## config.mk

```make
export PLATFORM = sky130hd
export DESIGN_NAME = regfile_wb_scheduler_flat
export DESIGN_NICKNAME = d
export VERILOG_FILES = /design/src/rtl/regfile_wb_scheduler_if.sv /design/src/rtl/regfile_wb_scheduler.sv /design/src/flat_wrapper.sv
export SDC_FILE = /design/constraint.sdc
export NUM_CORES = 1
export LEC_CHECK = 0
export CAP_MARGIN = 20
export CORE_UTILIZATION = 30
export CTS_BUF_LIST = sky130_fd_sc_hd__clkbuf_4
export DETAILED_ROUTE_END_ITERATION = 8
export PLACE_DENSITY = 0.64
export SETUP_SLACK_MARGIN = 0.15
export SYNTH_ARGS = -nofsm -noshare
export SYNTH_HDL_FRONTEND = slang
export SYNTH_SLANG_ARGS = --single-unit
```

## constraint.sdc

```tcl
create_clock -name clk -period 3.14 [get_ports clk]
set_input_delay 0.628 -clock clk [delete_from_list [all_inputs] [get_ports clk]]
set_output_delay 0.628 -clock clk [all_outputs]
set_load 0.005 [all_outputs]
```

## src/rtl/regfile_wb_scheduler_if.sv

```systemverilog
// Writeback scheduler bus: ALU/LSU writeback handshakes, load dispatch,
// decode hazard query and the register file write port.
interface regfile_wb_scheduler_if #(
  parameter int DATA_WIDTH = 32
);
  logic                  alu_valid;
  logic [4:0]            alu_rd;
  logic [DATA_WIDTH-1:0] alu_data;
  logic                  alu_ready;

  logic                  lsu_valid;
  logic [4:0]            lsu_rd;
  logic [DATA_WIDTH-1:0] lsu_data;
  logic                  lsu_ready;

  logic                  issue_valid;
  logic [4:0]            issue_rd;
  logic                  issue_ready;

  logic [4:0]            rs1_addr;
  logic [4:0]            rs2_addr;
  logic                  rs1_busy;
  logic                  rs2_busy;

  logic                  rd_we;
  logic [4:0]            rd_addr;
  logic [DATA_WIDTH-1:0] rd_data;

  // Pipeline side: drives requests, sees readies, hazards and the write port.
  modport master (
    output alu_valid, alu_rd, alu_data,
    output lsu_valid, lsu_rd, lsu_data,
    output issue_valid, issue_rd,
    output rs1_addr, rs2_addr,
    input  alu_ready, lsu_ready, issue_ready,
    input  rs1_busy, rs2_busy,
    input  rd_we, rd_addr, rd_data
  );

  // Scheduler side.
  modport slave (
    input  alu_valid, alu_rd, alu_data,
    input  lsu_valid, lsu_rd, lsu_data,
    input  issue_valid, issue_rd,
    input  rs1_addr, rs2_addr,
    output alu_ready, lsu_ready, issue_ready,
    output rs1_busy, rs2_busy,
    output rd_we, rd_addr, rd_data
  );
endinterface

```

## src/rtl/regfile_wb_scheduler.sv

```systemverilog
// Writeback scheduler for the 32-entry, single-write-port register file.
// Round-robin arbitrates ALU and LSU results onto registered write flops,
// keeps a pending-load scoreboard and reports source-operand hazards.
module regfile_wb_scheduler #(
  parameter int DATA_WIDTH = 32
) (
  input logic                   clk,
  input logic                   rst,
  regfile_wb_scheduler_if.slave bus
);

  logic [31:0]           sb;
  logic [31:0]           sb_next;
  logic                  last_lsu;
  logic                  wb_we;
  logic [4:0]            wb_addr;
  logic [DATA_WIDTH-1:0] wb_data;

  logic alu_elig;
  logic lsu_elig;
  logic grant_alu;
  logic grant_lsu;
  logic issue_ok;
  logic issue_hs;

  // Eligibility and round-robin grant; ALU is held off while an older load
  // to the same register is outstanding so it cannot overtake it.
  always_comb begin
    alu_elig  = bus.alu_valid && !((bus.alu_rd != 5'd0) && sb[bus.alu_rd]);
    lsu_elig  = bus.lsu_valid;
    grant_alu = !rst && alu_elig && (!lsu_elig || last_lsu);
    grant_lsu = !rst && lsu_elig && (!alu_elig || !last_lsu);
  end

  // Load dispatch is accepted only when its destination has no pending load.
  always_comb begin
    issue_ok = !rst && ((bus.issue_rd == 5'd0) || !sb[bus.issue_rd]);
    issue_hs = bus.issue_valid && issue_ok;
  end

  // Scoreboard next state: LSU completion clears, new dispatch sets (set wins).
  always_comb begin
    sb_next = sb;
    if (grant_lsu)
      sb_next[bus.lsu_rd] = 1'b0;
    if (issue_hs && (bus.issue_rd != 5'd0))
      sb_next[bus.issue_rd] = 1'b1;
    sb_next[0] = 1'b0;
  end

  // Hazards include the commit cycle, since the registered read still sees old data.
  always_comb begin
    bus.rs1_busy = (bus.rs1_addr != 5'd0) &&
                   (sb[bus.rs1_addr] || (wb_we && (wb_addr == bus.rs1_addr)));
    bus.rs2_busy = (bus.rs2_addr != 5'd0) &&
                   (sb[bus.rs2_addr] || (wb_we && (wb_addr == bus.rs2_addr)));
  end

  assign bus.alu_ready   = grant_alu;
  assign bus.lsu_ready   = grant_lsu;
  assign bus.issue_ready = issue_ok;
  assign bus.rd_we       = wb_we;
  assign bus.rd_addr     = wb_addr;
  assign bus.rd_data     = wb_data;

  // Scoreboard and round-robin pointer.
  always_ff @(posedge clk) begin
    if (rst) begin
      sb       <= '0;
      last_lsu <= 1'b1;
    end else begin
      sb <= sb_next;
      if (grant_alu)
        last_lsu <= 1'b0;
      else if (grant_lsu)
        last_lsu <= 1'b1;
    end
  end

  // Write-port flops; x0 writes are accepted but never reach the register file.
  always_ff @(posedge clk) begin
    if (rst) begin
      wb_we   <= 1'b0;
      wb_addr <= '0;
      wb_data <= '0;
    end else if (grant_alu) begin
      wb_we <= (bus.alu_rd != 5'd0);
      if (bus.alu_rd != 5'd0) begin
        wb_addr <= bus.alu_rd;
        wb_data <= bus.alu_data;
      end
    end else if (grant_lsu) begin
      wb_we <= (bus.lsu_rd != 5'd0);
      if (bus.lsu_rd != 5'd0) begin
        wb_addr <= bus.lsu_rd;
        wb_data <= bus.lsu_data;
      end
    end else begin
      wb_we <= 1'b0;
    end
  end

endmodule

```

## src/flat_wrapper.sv

```systemverilog
// flat-port wrapper written by rule: the top's interface ports become plain ports
module regfile_wb_scheduler_flat 
#(
  parameter int DATA_WIDTH = 32
)
  (clk, rst, bus_alu_valid, bus_alu_rd, bus_alu_data, bus_lsu_valid, bus_lsu_rd, bus_lsu_data, bus_issue_valid, bus_issue_rd, bus_rs1_addr, bus_rs2_addr, bus_alu_ready, bus_lsu_ready, bus_issue_ready, bus_rs1_busy, bus_rs2_busy, bus_rd_we, bus_rd_addr, bus_rd_data);
  regfile_wb_scheduler_if #(.DATA_WIDTH(DATA_WIDTH)) bus_i ();
  input logic clk;
  input logic rst;
  input wire logic [$bits(bus_i.alu_valid)-1:0] bus_alu_valid;
  input wire logic [$bits(bus_i.alu_rd)-1:0] bus_alu_rd;
  input wire logic [$bits(bus_i.alu_data)-1:0] bus_alu_data;
  input wire logic [$bits(bus_i.lsu_valid)-1:0] bus_lsu_valid;
  input wire logic [$bits(bus_i.lsu_rd)-1:0] bus_lsu_rd;
  input wire logic [$bits(bus_i.lsu_data)-1:0] bus_lsu_data;
  input wire logic [$bits(bus_i.issue_valid)-1:0] bus_issue_valid;
  input wire logic [$bits(bus_i.issue_rd)-1:0] bus_issue_rd;
  input wire logic [$bits(bus_i.rs1_addr)-1:0] bus_rs1_addr;
  input wire logic [$bits(bus_i.rs2_addr)-1:0] bus_rs2_addr;
  output wire logic [$bits(bus_i.alu_ready)-1:0] bus_alu_ready;
  output wire logic [$bits(bus_i.lsu_ready)-1:0] bus_lsu_ready;
  output wire logic [$bits(bus_i.issue_ready)-1:0] bus_issue_ready;
  output wire logic [$bits(bus_i.rs1_busy)-1:0] bus_rs1_busy;
  output wire logic [$bits(bus_i.rs2_busy)-1:0] bus_rs2_busy;
  output wire logic [$bits(bus_i.rd_we)-1:0] bus_rd_we;
  output wire logic [$bits(bus_i.rd_addr)-1:0] bus_rd_addr;
  output wire logic [$bits(bus_i.rd_data)-1:0] bus_rd_data;
  assign bus_i.alu_valid = bus_alu_valid;
  assign bus_i.alu_rd = bus_alu_rd;
  assign bus_i.alu_data = bus_alu_data;
  assign bus_i.lsu_valid = bus_lsu_valid;
  assign bus_i.lsu_rd = bus_lsu_rd;
  assign bus_i.lsu_data = bus_lsu_data;
  assign bus_i.issue_valid = bus_issue_valid;
  assign bus_i.issue_rd = bus_issue_rd;
  assign bus_i.rs1_addr = bus_rs1_addr;
  assign bus_i.rs2_addr = bus_rs2_addr;
  assign bus_alu_ready = bus_i.alu_ready;
  assign bus_lsu_ready = bus_i.lsu_ready;
  assign bus_issue_ready = bus_i.issue_ready;
  assign bus_rs1_busy = bus_i.rs1_busy;
  assign bus_rs2_busy = bus_i.rs2_busy;
  assign bus_rd_we = bus_i.rd_we;
  assign bus_rd_addr = bus_i.rd_addr;
  assign bus_rd_data = bus_i.rd_data;
  regfile_wb_scheduler #(.DATA_WIDTH(DATA_WIDTH)) u_core (.clk(clk), .rst(rst), .bus(bus_i));
endmodule
```

# After elaboration in Yosys (flattened, before gate mapping)

Cells that the tools add are included.

Bits in registers: 71
Input port bits: 94
Output and inout port bits: 43
Logic and storage cells: 80

$lt $le $gt $ge: 7
Equality and inequality tests: 3
Multiplexer cells: 26
Bitwise gates (word level): 3
Reductions and logical operators: 35

Operators by type and width:

| operator             | number |
|---|---|
| $mux W32             | 6 |
| $and A32 B32 Y32     | 1 |
| $not A32 Y32         | 1 |
| $or A32 B32 Y32      | 1 |
| $lt A5 B6 Y1 const B | 5 |
| $reduce_bool A5 Y1   | 5 |
| $bmux W1 S5          | 4 |
| $mux W5              | 4 |
| $logic_and A1 B1 Y1  | 15 |
| $demux W1 S5         | 2 |
| $eq A5 B5 Y1         | 2 |
| $ge A5 B1 Y1 const B | 2 |
| $mux W1              | 10 |
| $logic_not A1 Y1     | 6 |
| $logic_not A5 Y1     | 1 |
| $logic_or A1 B1 Y1   | 5 |
| $reduce_bool A2 Y1   | 2 |
| $reduce_and A3 Y1    | 1 |
| $ne A2 B1 Y1 const B | 1 |

# Longest topological paths before layout

Word-level depth: 11
Gate-level depth with buffers: 12
Mapped depth without buffers: 7

# Worst setup path after synthesis

OpenSTA, ideal clock, no wires.

Kind: in2out
From: input bus_alu_rd[0]
To: output bus_alu_ready
Arrival: 2.544 ns
Slack: -0.032 ns
Stages on the path: 9
Path buffers: 4
Cell sequence: buf_2 > mux4_2 > mux2_2 > a221o_1 > o22a_1 > buf_6 > clkinv_2 > buf_6 > buf_6

Longest elaborated chain between the ends: 7

RTL lines:

| element                              | line                       | RTL |
|---|---|---|
| start: declaration                   | flat_wrapper.sv:11         | `input wire logic [$bits(bus_i.alu_rd)-1:0] bus_alu_rd;` |
| $bmux W1 S5                          | regfile_wb_scheduler.sv:29 | `alu_elig = bus.alu_valid && !((bus.alu_rd != 5'd0) && sb[bus.alu_rd]);` |
| $mux W1 (not written as such)        | regfile_wb_scheduler.sv:29 |  |
| $logic_and A1 B1 Y1 (*)              | regfile_wb_scheduler.sv:29 |  |
| $logic_not A1 Y1 (*)                 | regfile_wb_scheduler.sv:29 |  |
| $logic_and A1 B1 Y1 (*)              | regfile_wb_scheduler.sv:29 |  |
| $logic_and A1 B1 Y1 (*) (2 in a row) | regfile_wb_scheduler.sv:31 | `grant_alu = !rst && alu_elig && (!lsu_elig \|\| last_lsu);` |
| end: declaration                     | flat_wrapper.sv:20         | `output wire logic [$bits(bus_i.alu_ready)-1:0] bus_alu_ready;` |

Every way passes the cells marked *; elsewhere a longest branch is shown, timed or not. The select of a mux whose other input is x is not followed.

# Final worst setup path

From: input bus_issue_rd[0]
To: output bus_issue_ready

Longest elaborated chain between the ends: 5

RTL lines:

| element                       | line                       | RTL |
|---|---|---|
| start: declaration            | flat_wrapper.sv:17         | `input wire logic [$bits(bus_i.issue_rd)-1:0] bus_issue_rd;` |
| $bmux W1 S5                   | regfile_wb_scheduler.sv:37 | `issue_ok = !rst && ((bus.issue_rd == 5'd0) \|\| !sb[bus.issue_rd]);` |
| $mux W1 (not written as such) | regfile_wb_scheduler.sv:37 |  |
| $logic_not A1 Y1              | regfile_wb_scheduler.sv:37 |  |
| $logic_or A1 B1 Y1 (*)        | regfile_wb_scheduler.sv:37 |  |
| $logic_and A1 B1 Y1 (*)       | regfile_wb_scheduler.sv:37 |  |
| end: declaration              | flat_wrapper.sv:22         | `output wire logic [$bits(bus_i.issue_ready)-1:0] bus_issue_ready;` |

Marked as above.

==> impl_table.tex <==
\begin{tabular}{lr}
\hline
Metric & Value \\
\hline
\multicolumn{2}{l}{\textbf{Clock network}} \\
Hold-fix buffers at CTS & 0 \\
Number of sinks handled by clock tree synthesis & 70 \\
Post-CTS clock slew at the launch and capture registers of the worst setup and hold paths & 0.12 ns \\
Root Buffer Master & sky130\_fd\_sc\_hd\_\_clkbuf\_4 \\
Worst-case clock buffer depth & 2 \\
Clock insertion delay at the later pin of the skew report & 0.46 ns \\
CTS buffer count & 9 \\
TritonCTS clock tree & done \\
CTS H-Tree Depth & 3 \\
\multicolumn{2}{l}{\textbf{Die}} \\
Horizontal die dimension & between 100 and 150 um \\
Core region area & 15400 sq um \\
Die area & between 15000 and 20000 sq um \\
FP Rows & 45 \\
Io pins & about 140 \\
Initial Utilization & 31.2\% \\
Die height & 129 um \\
\multicolumn{2}{l}{\textbf{Yosys}} \\
Cell taking the most area after synthesis & sky130\_fd\_sc\_hd\_\_dfxtp\_1 \\
Part of the Yosys area used for sequential elements & 29.1\% \\
Number of warnings issued by yosys & 0 \\
Main combinational cell family by area after synthesis & compound AO/OA/AOI/OAI gates \\
Number of enable-type register cells in the synthesized netlist & 0 \\
Post-synthesis share of cell area spent on full adders, half adders and majority gates & 0\% \\
Share of synthesized cell area in and, or, nand and nor gates & between 15 and 20\% \\
Top flip-flop cell by instance count after synthesis & sky130\_fd\_sc\_hd\_\_dfxtp\_1 \\
Xor and xnor fraction of the mapped netlist area & 1.82\% \\
Compound-Gate Fraction of Synth Area & 27.1\% \\
Multiplexer fraction of the synthesized cell area & 17.3\% \\
Synthesized netlist net count & 607 \\
FFs w/ async S/R, synth & 0\% \\
Avg Synthesized Cell Area & around 9.4 sq um \\
Number of unique standard cell types used by synthesis & between 50 and 60 \\
Largest cells by area after synthesis & sky130\_fd\_sc\_hd\_\_dfxtp\_1, sky130\_fd\_sc\_hd\_\_mux4\_2, sky130\_fd\_sc\_hd\_\_nand2\_1 \\
Flip-flop and latch count after synthesis & 70 \\
Synthesized instance count & 513 \\
Share of Yosys cell area claimed by the top area cell type & 29.1\% \\
Netlist Area Pre-Place & 4820 sq um \\
\multicolumn{2}{l}{\textbf{Critical path}} \\
R2R depth & 10 \\
Top fanout value on the critical path & 6 \\
Required time worst endpoint & 2.51 ns \\
Terminus of the critical flop-to-flop path & u\_core.bus.rd\_data[17]\$\_SDFFE\_PP0P\_ \\
RR Startpoint & u\_core.sb[13]\$\_SDFF\_PP0\_ \\
Crit end category & primary output \\
Arrival time of the worst setup path & 2.37 ns \\
Startpoint type of the worst setup path & input port \\
Worst reg2reg setup slack & 0.24 ns \\
Beginning of the critical path & bus\_issue\_rd[0] \\
Critical path endpoint & bus\_issue\_ready \\
Critical path class & input port to primary output \\
\multicolumn{2}{l}{\textbf{GRT}} \\
Number of global-route vias before repair & $\sim$5.2k \\
Total routing usage reported by global routing & between 20 and 25\% \\
First-pass GRT wire length & 28.1 mm \\
Number of antenna violations at the first check in global routing & 1 \\
Largest net degree at the start of global routing & 60 \\
GRT Residual Overflow & 0 \\
\multicolumn{2}{l}{\textbf{Route}} \\
Drt total wl & 17.7 mm \\
Number of routed nets with antenna violations & 0 \\
Drt wl/cell & slightly below 20 um \\
Number of vias per cell & about 5.8 \\
Pre-antenna DRT Iters & 5 \\
Drt drc & 0 \\
Via count of the routed design & 5166 \\
Number of DRC violations after detailed-routing iteration 0 & 335 \\
\multicolumn{2}{l}{\textbf{Min path}} \\
Hold WC Path Type & flop to flop \\
\multicolumn{2}{l}{\textbf{Cells and area}} \\
Nets & 770 \\
Share of post-route cells with drive strength above 1 & between 20 and 30\% \\
Relative area change from synthesis to final layout & 45.7\% \\
\multicolumn{2}{l}{\textbf{Timing}} \\
Slew @ Worst Pin & around 0.77 ns \\
Worst setup skew after layout & just over 0.02 ns \\
Setup violation total in the final timing report & 0 \\
Final worst setup slack & 0.138 ns \\
Peak Freq & between 300 and 400 MHz \\
Setup repair after global routing missed its margin & yes \\
Smallest hold slack & $\sim$0.53 ns \\
Period utilisation layout & 95.6\% \\
Max-slew violation count & 0 \\
Shortest period the worst path allows & 3.00 ns \\
Count of endpoints failing hold in the final timing report & 0 \\
Relative slew slack & 49.0\% \\
\multicolumn{2}{l}{\textbf{Pwr}} \\
Leakage component of the power & around 2.5 nW \\
Total power after layout & 2.34 mW \\
Peak supply drop & 0.000126 V \\
Power per cell area & about 330 nW/um\^{}2 \\
\multicolumn{2}{l}{\textbf{Flow run}} \\
Count of maximum capacitance violations & 0 \\
\multicolumn{2}{l}{\textbf{Place}} \\
GPL Wtd Cong & 0.893 \\
HPWL reported at the end of detailed placement & 12.6 mm \\
Post-Place Worst Slack & -0.724 ns \\
Number of buffers inserted by port buffering & 136 \\
\multicolumn{2}{l}{\textbf{Status}} \\
Outcome & finished, final reports clean \\
\hline
\end{tabular}
-- final cells by class --
type,count,area (sq um)
diodes,1,2.50
repair buffers,205,2020
fillers,1506,8410
inverters,19,72.6
clock buffers,11,82.6
well taps,211,264
flip-flops and latches,70,1420
clock inverters,5,26.3
multi-input cells,371,3130
-- worst max-delay path: stages --
cell	delay, ns
sky130_fd_sc_hd__buf_8	0.09
sky130_fd_sc_hd__buf_12	0.12
sky130_fd_sc_hd__mux4_2	0.49
sky130_fd_sc_hd__mux4_2	0.52
sky130_fd_sc_hd__mux2_4	0.32
sky130_fd_sc_hd__nor2_4	0.07
sky130_fd_sc_hd__buf_2	0.12
-- Yosys cell counts (all sizes together), types with 2 or more instances --
library cell,number
a21oi,6
a221o,2
a221oi,36
a22o,2
a22oi,2
a311o,3
a311oi,36
a31o,7
a32o,5
and3,5
buf,21
clkbuf,32
clkinv,2
dfxtp,70
inv,17
mux2,6
mux2i,7
mux4,31
nand2,86
nand2b,8
nand3,6
nand3b,7
nand4,2
nand4b,2
nor2,21
nor2b,3
nor3,4
nor3b,3
nor4,8
o21ai,13
o22ai,2
o311ai,9
o31ai,4
o32ai,9
or2,7
or3b,2
or4,3
or4b,2
xnor2,2
xor2,8
-- how the worst min path moves through the flow --
| stage | slack (ns) | from | depth (start not counted) | endpoint |
|---|---|---|---|---|
| after floorplan | 0.48 | u_core.sb[3]$_SDFF_PP0_ | 2 | u_core.sb[3]$_SDFF_PP0_ |
| after global placement | 0.52 | u_core.last_lsu$_SDFFE_PP1P_ | 2 | u_core.last_lsu$_SDFFE_PP1P_ |
| after detailed placement | 0.53 | u_core.last_lsu$_SDFFE_PP1P_ | 2 | u_core.last_lsu$_SDFFE_PP1P_ |
| after CTS | 0.53 | u_core.sb[14]$_SDFF_PP0_ | 2 | u_core.sb[14]$_SDFF_PP0_ |
| after global routing | 0.54 | u_core.sb[14]$_SDFF_PP0_ | 2 | u_core.sb[14]$_SDFF_PP0_ |
| final | 0.53 | u_core.sb[14]$_SDFF_PP0_ | 2 | u_core.sb[14]$_SDFF_PP0_ |
-- per-stage QoR --
| step | std cells | TNS (ns) | util, % | instance area (sq um) |
|---|---|---|---|---|
| after global routing | 893 | 0 | 45.5 | 7020 |
| after detailed placement | 864 | -38.39 | 43.4 | 6690 |
| after CTS | 888 | 0 | 45.0 | 6940 |
| after floorplan | 513 | 0 | - | 4820 |
| final | 893 | 0 | 45.5 | 7020 |
| after global placement | 864 | -36.65 | 43.4 | 6690 |
-- state kept, by name, indices dropped and copies added (netlist names) --
name and count:
u_core.sb 31, u_core.bus.rd_addr 5, u_core.last_lsu 1, u_core.bus.rd_we 1
u_core.bus.rd_data 32
-- layout by cell type, fill, tap and decap left out, drive strengths merged, types with 9 or more instances in the layout --
cell type | netlist | routed
clkdlybuf4s50 | 0 | 119
nand2 | 86 | 86
buf | 21 | 78
dfxtp | 70 | 70
a221oi | 36 | 36
a311oi | 36 | 36
mux4 | 31 | 31
nor2 | 21 | 21
inv | 17 | 17
o21ai | 13 | 13
clkbuf | 32 | 11
o311ai | 9 | 9
o32ai | 9 | 9
-- timing repair --
item	4_1_cts	5_1_grt
gates resized for setup	75	14
pin swaps	9	6
hold endpoints to repair	0	0
endpoints found under the setup margin	57	12
cloned	3	0
setup buffers	5	4
-- metal layers --
| layer | track usage (%) | up-vias | wire length (um) |
|---|---|---|---|
| met5 | 0 | - | 0 |
| met4 | 11.0 | 0 | 511 |
| met3 | 3.45 | 38 | 1440 |
| met2 | 34.6 | 258 | 8270 |
| met1 | 29.3 | 2512 | 7490 |
| li1 | - | 2358 | - |
-- cells by family (layout without fill, tap and decap cells) --
| logic type | Yosys count | in the layout |
|---|---|---|
| other | 0 | 1 |
| xor gates and xnor gates | 10 | 10 |
| and+or+nand+nor | 173 | 173 |
| AOI/OAI and AO/OA | 144 | 144 |
| muxes | 44 | 44 |
| buffers and inverters | 72 | 240 |
| DFF | 70 | 70 |
-- power breakdown --
part / leakage [nW] / total, mW / internal, mW / switching (mW)
combinational: 1.90 / 0.808 / 0.445 / 0.363
clock: 0.0641 / 0.537 / 0.174 / 0.363
sequential: 0.580 / 0.997 / 0.950 / 0.0474
No activity file was read; power rests on OpenSTA's default activity.
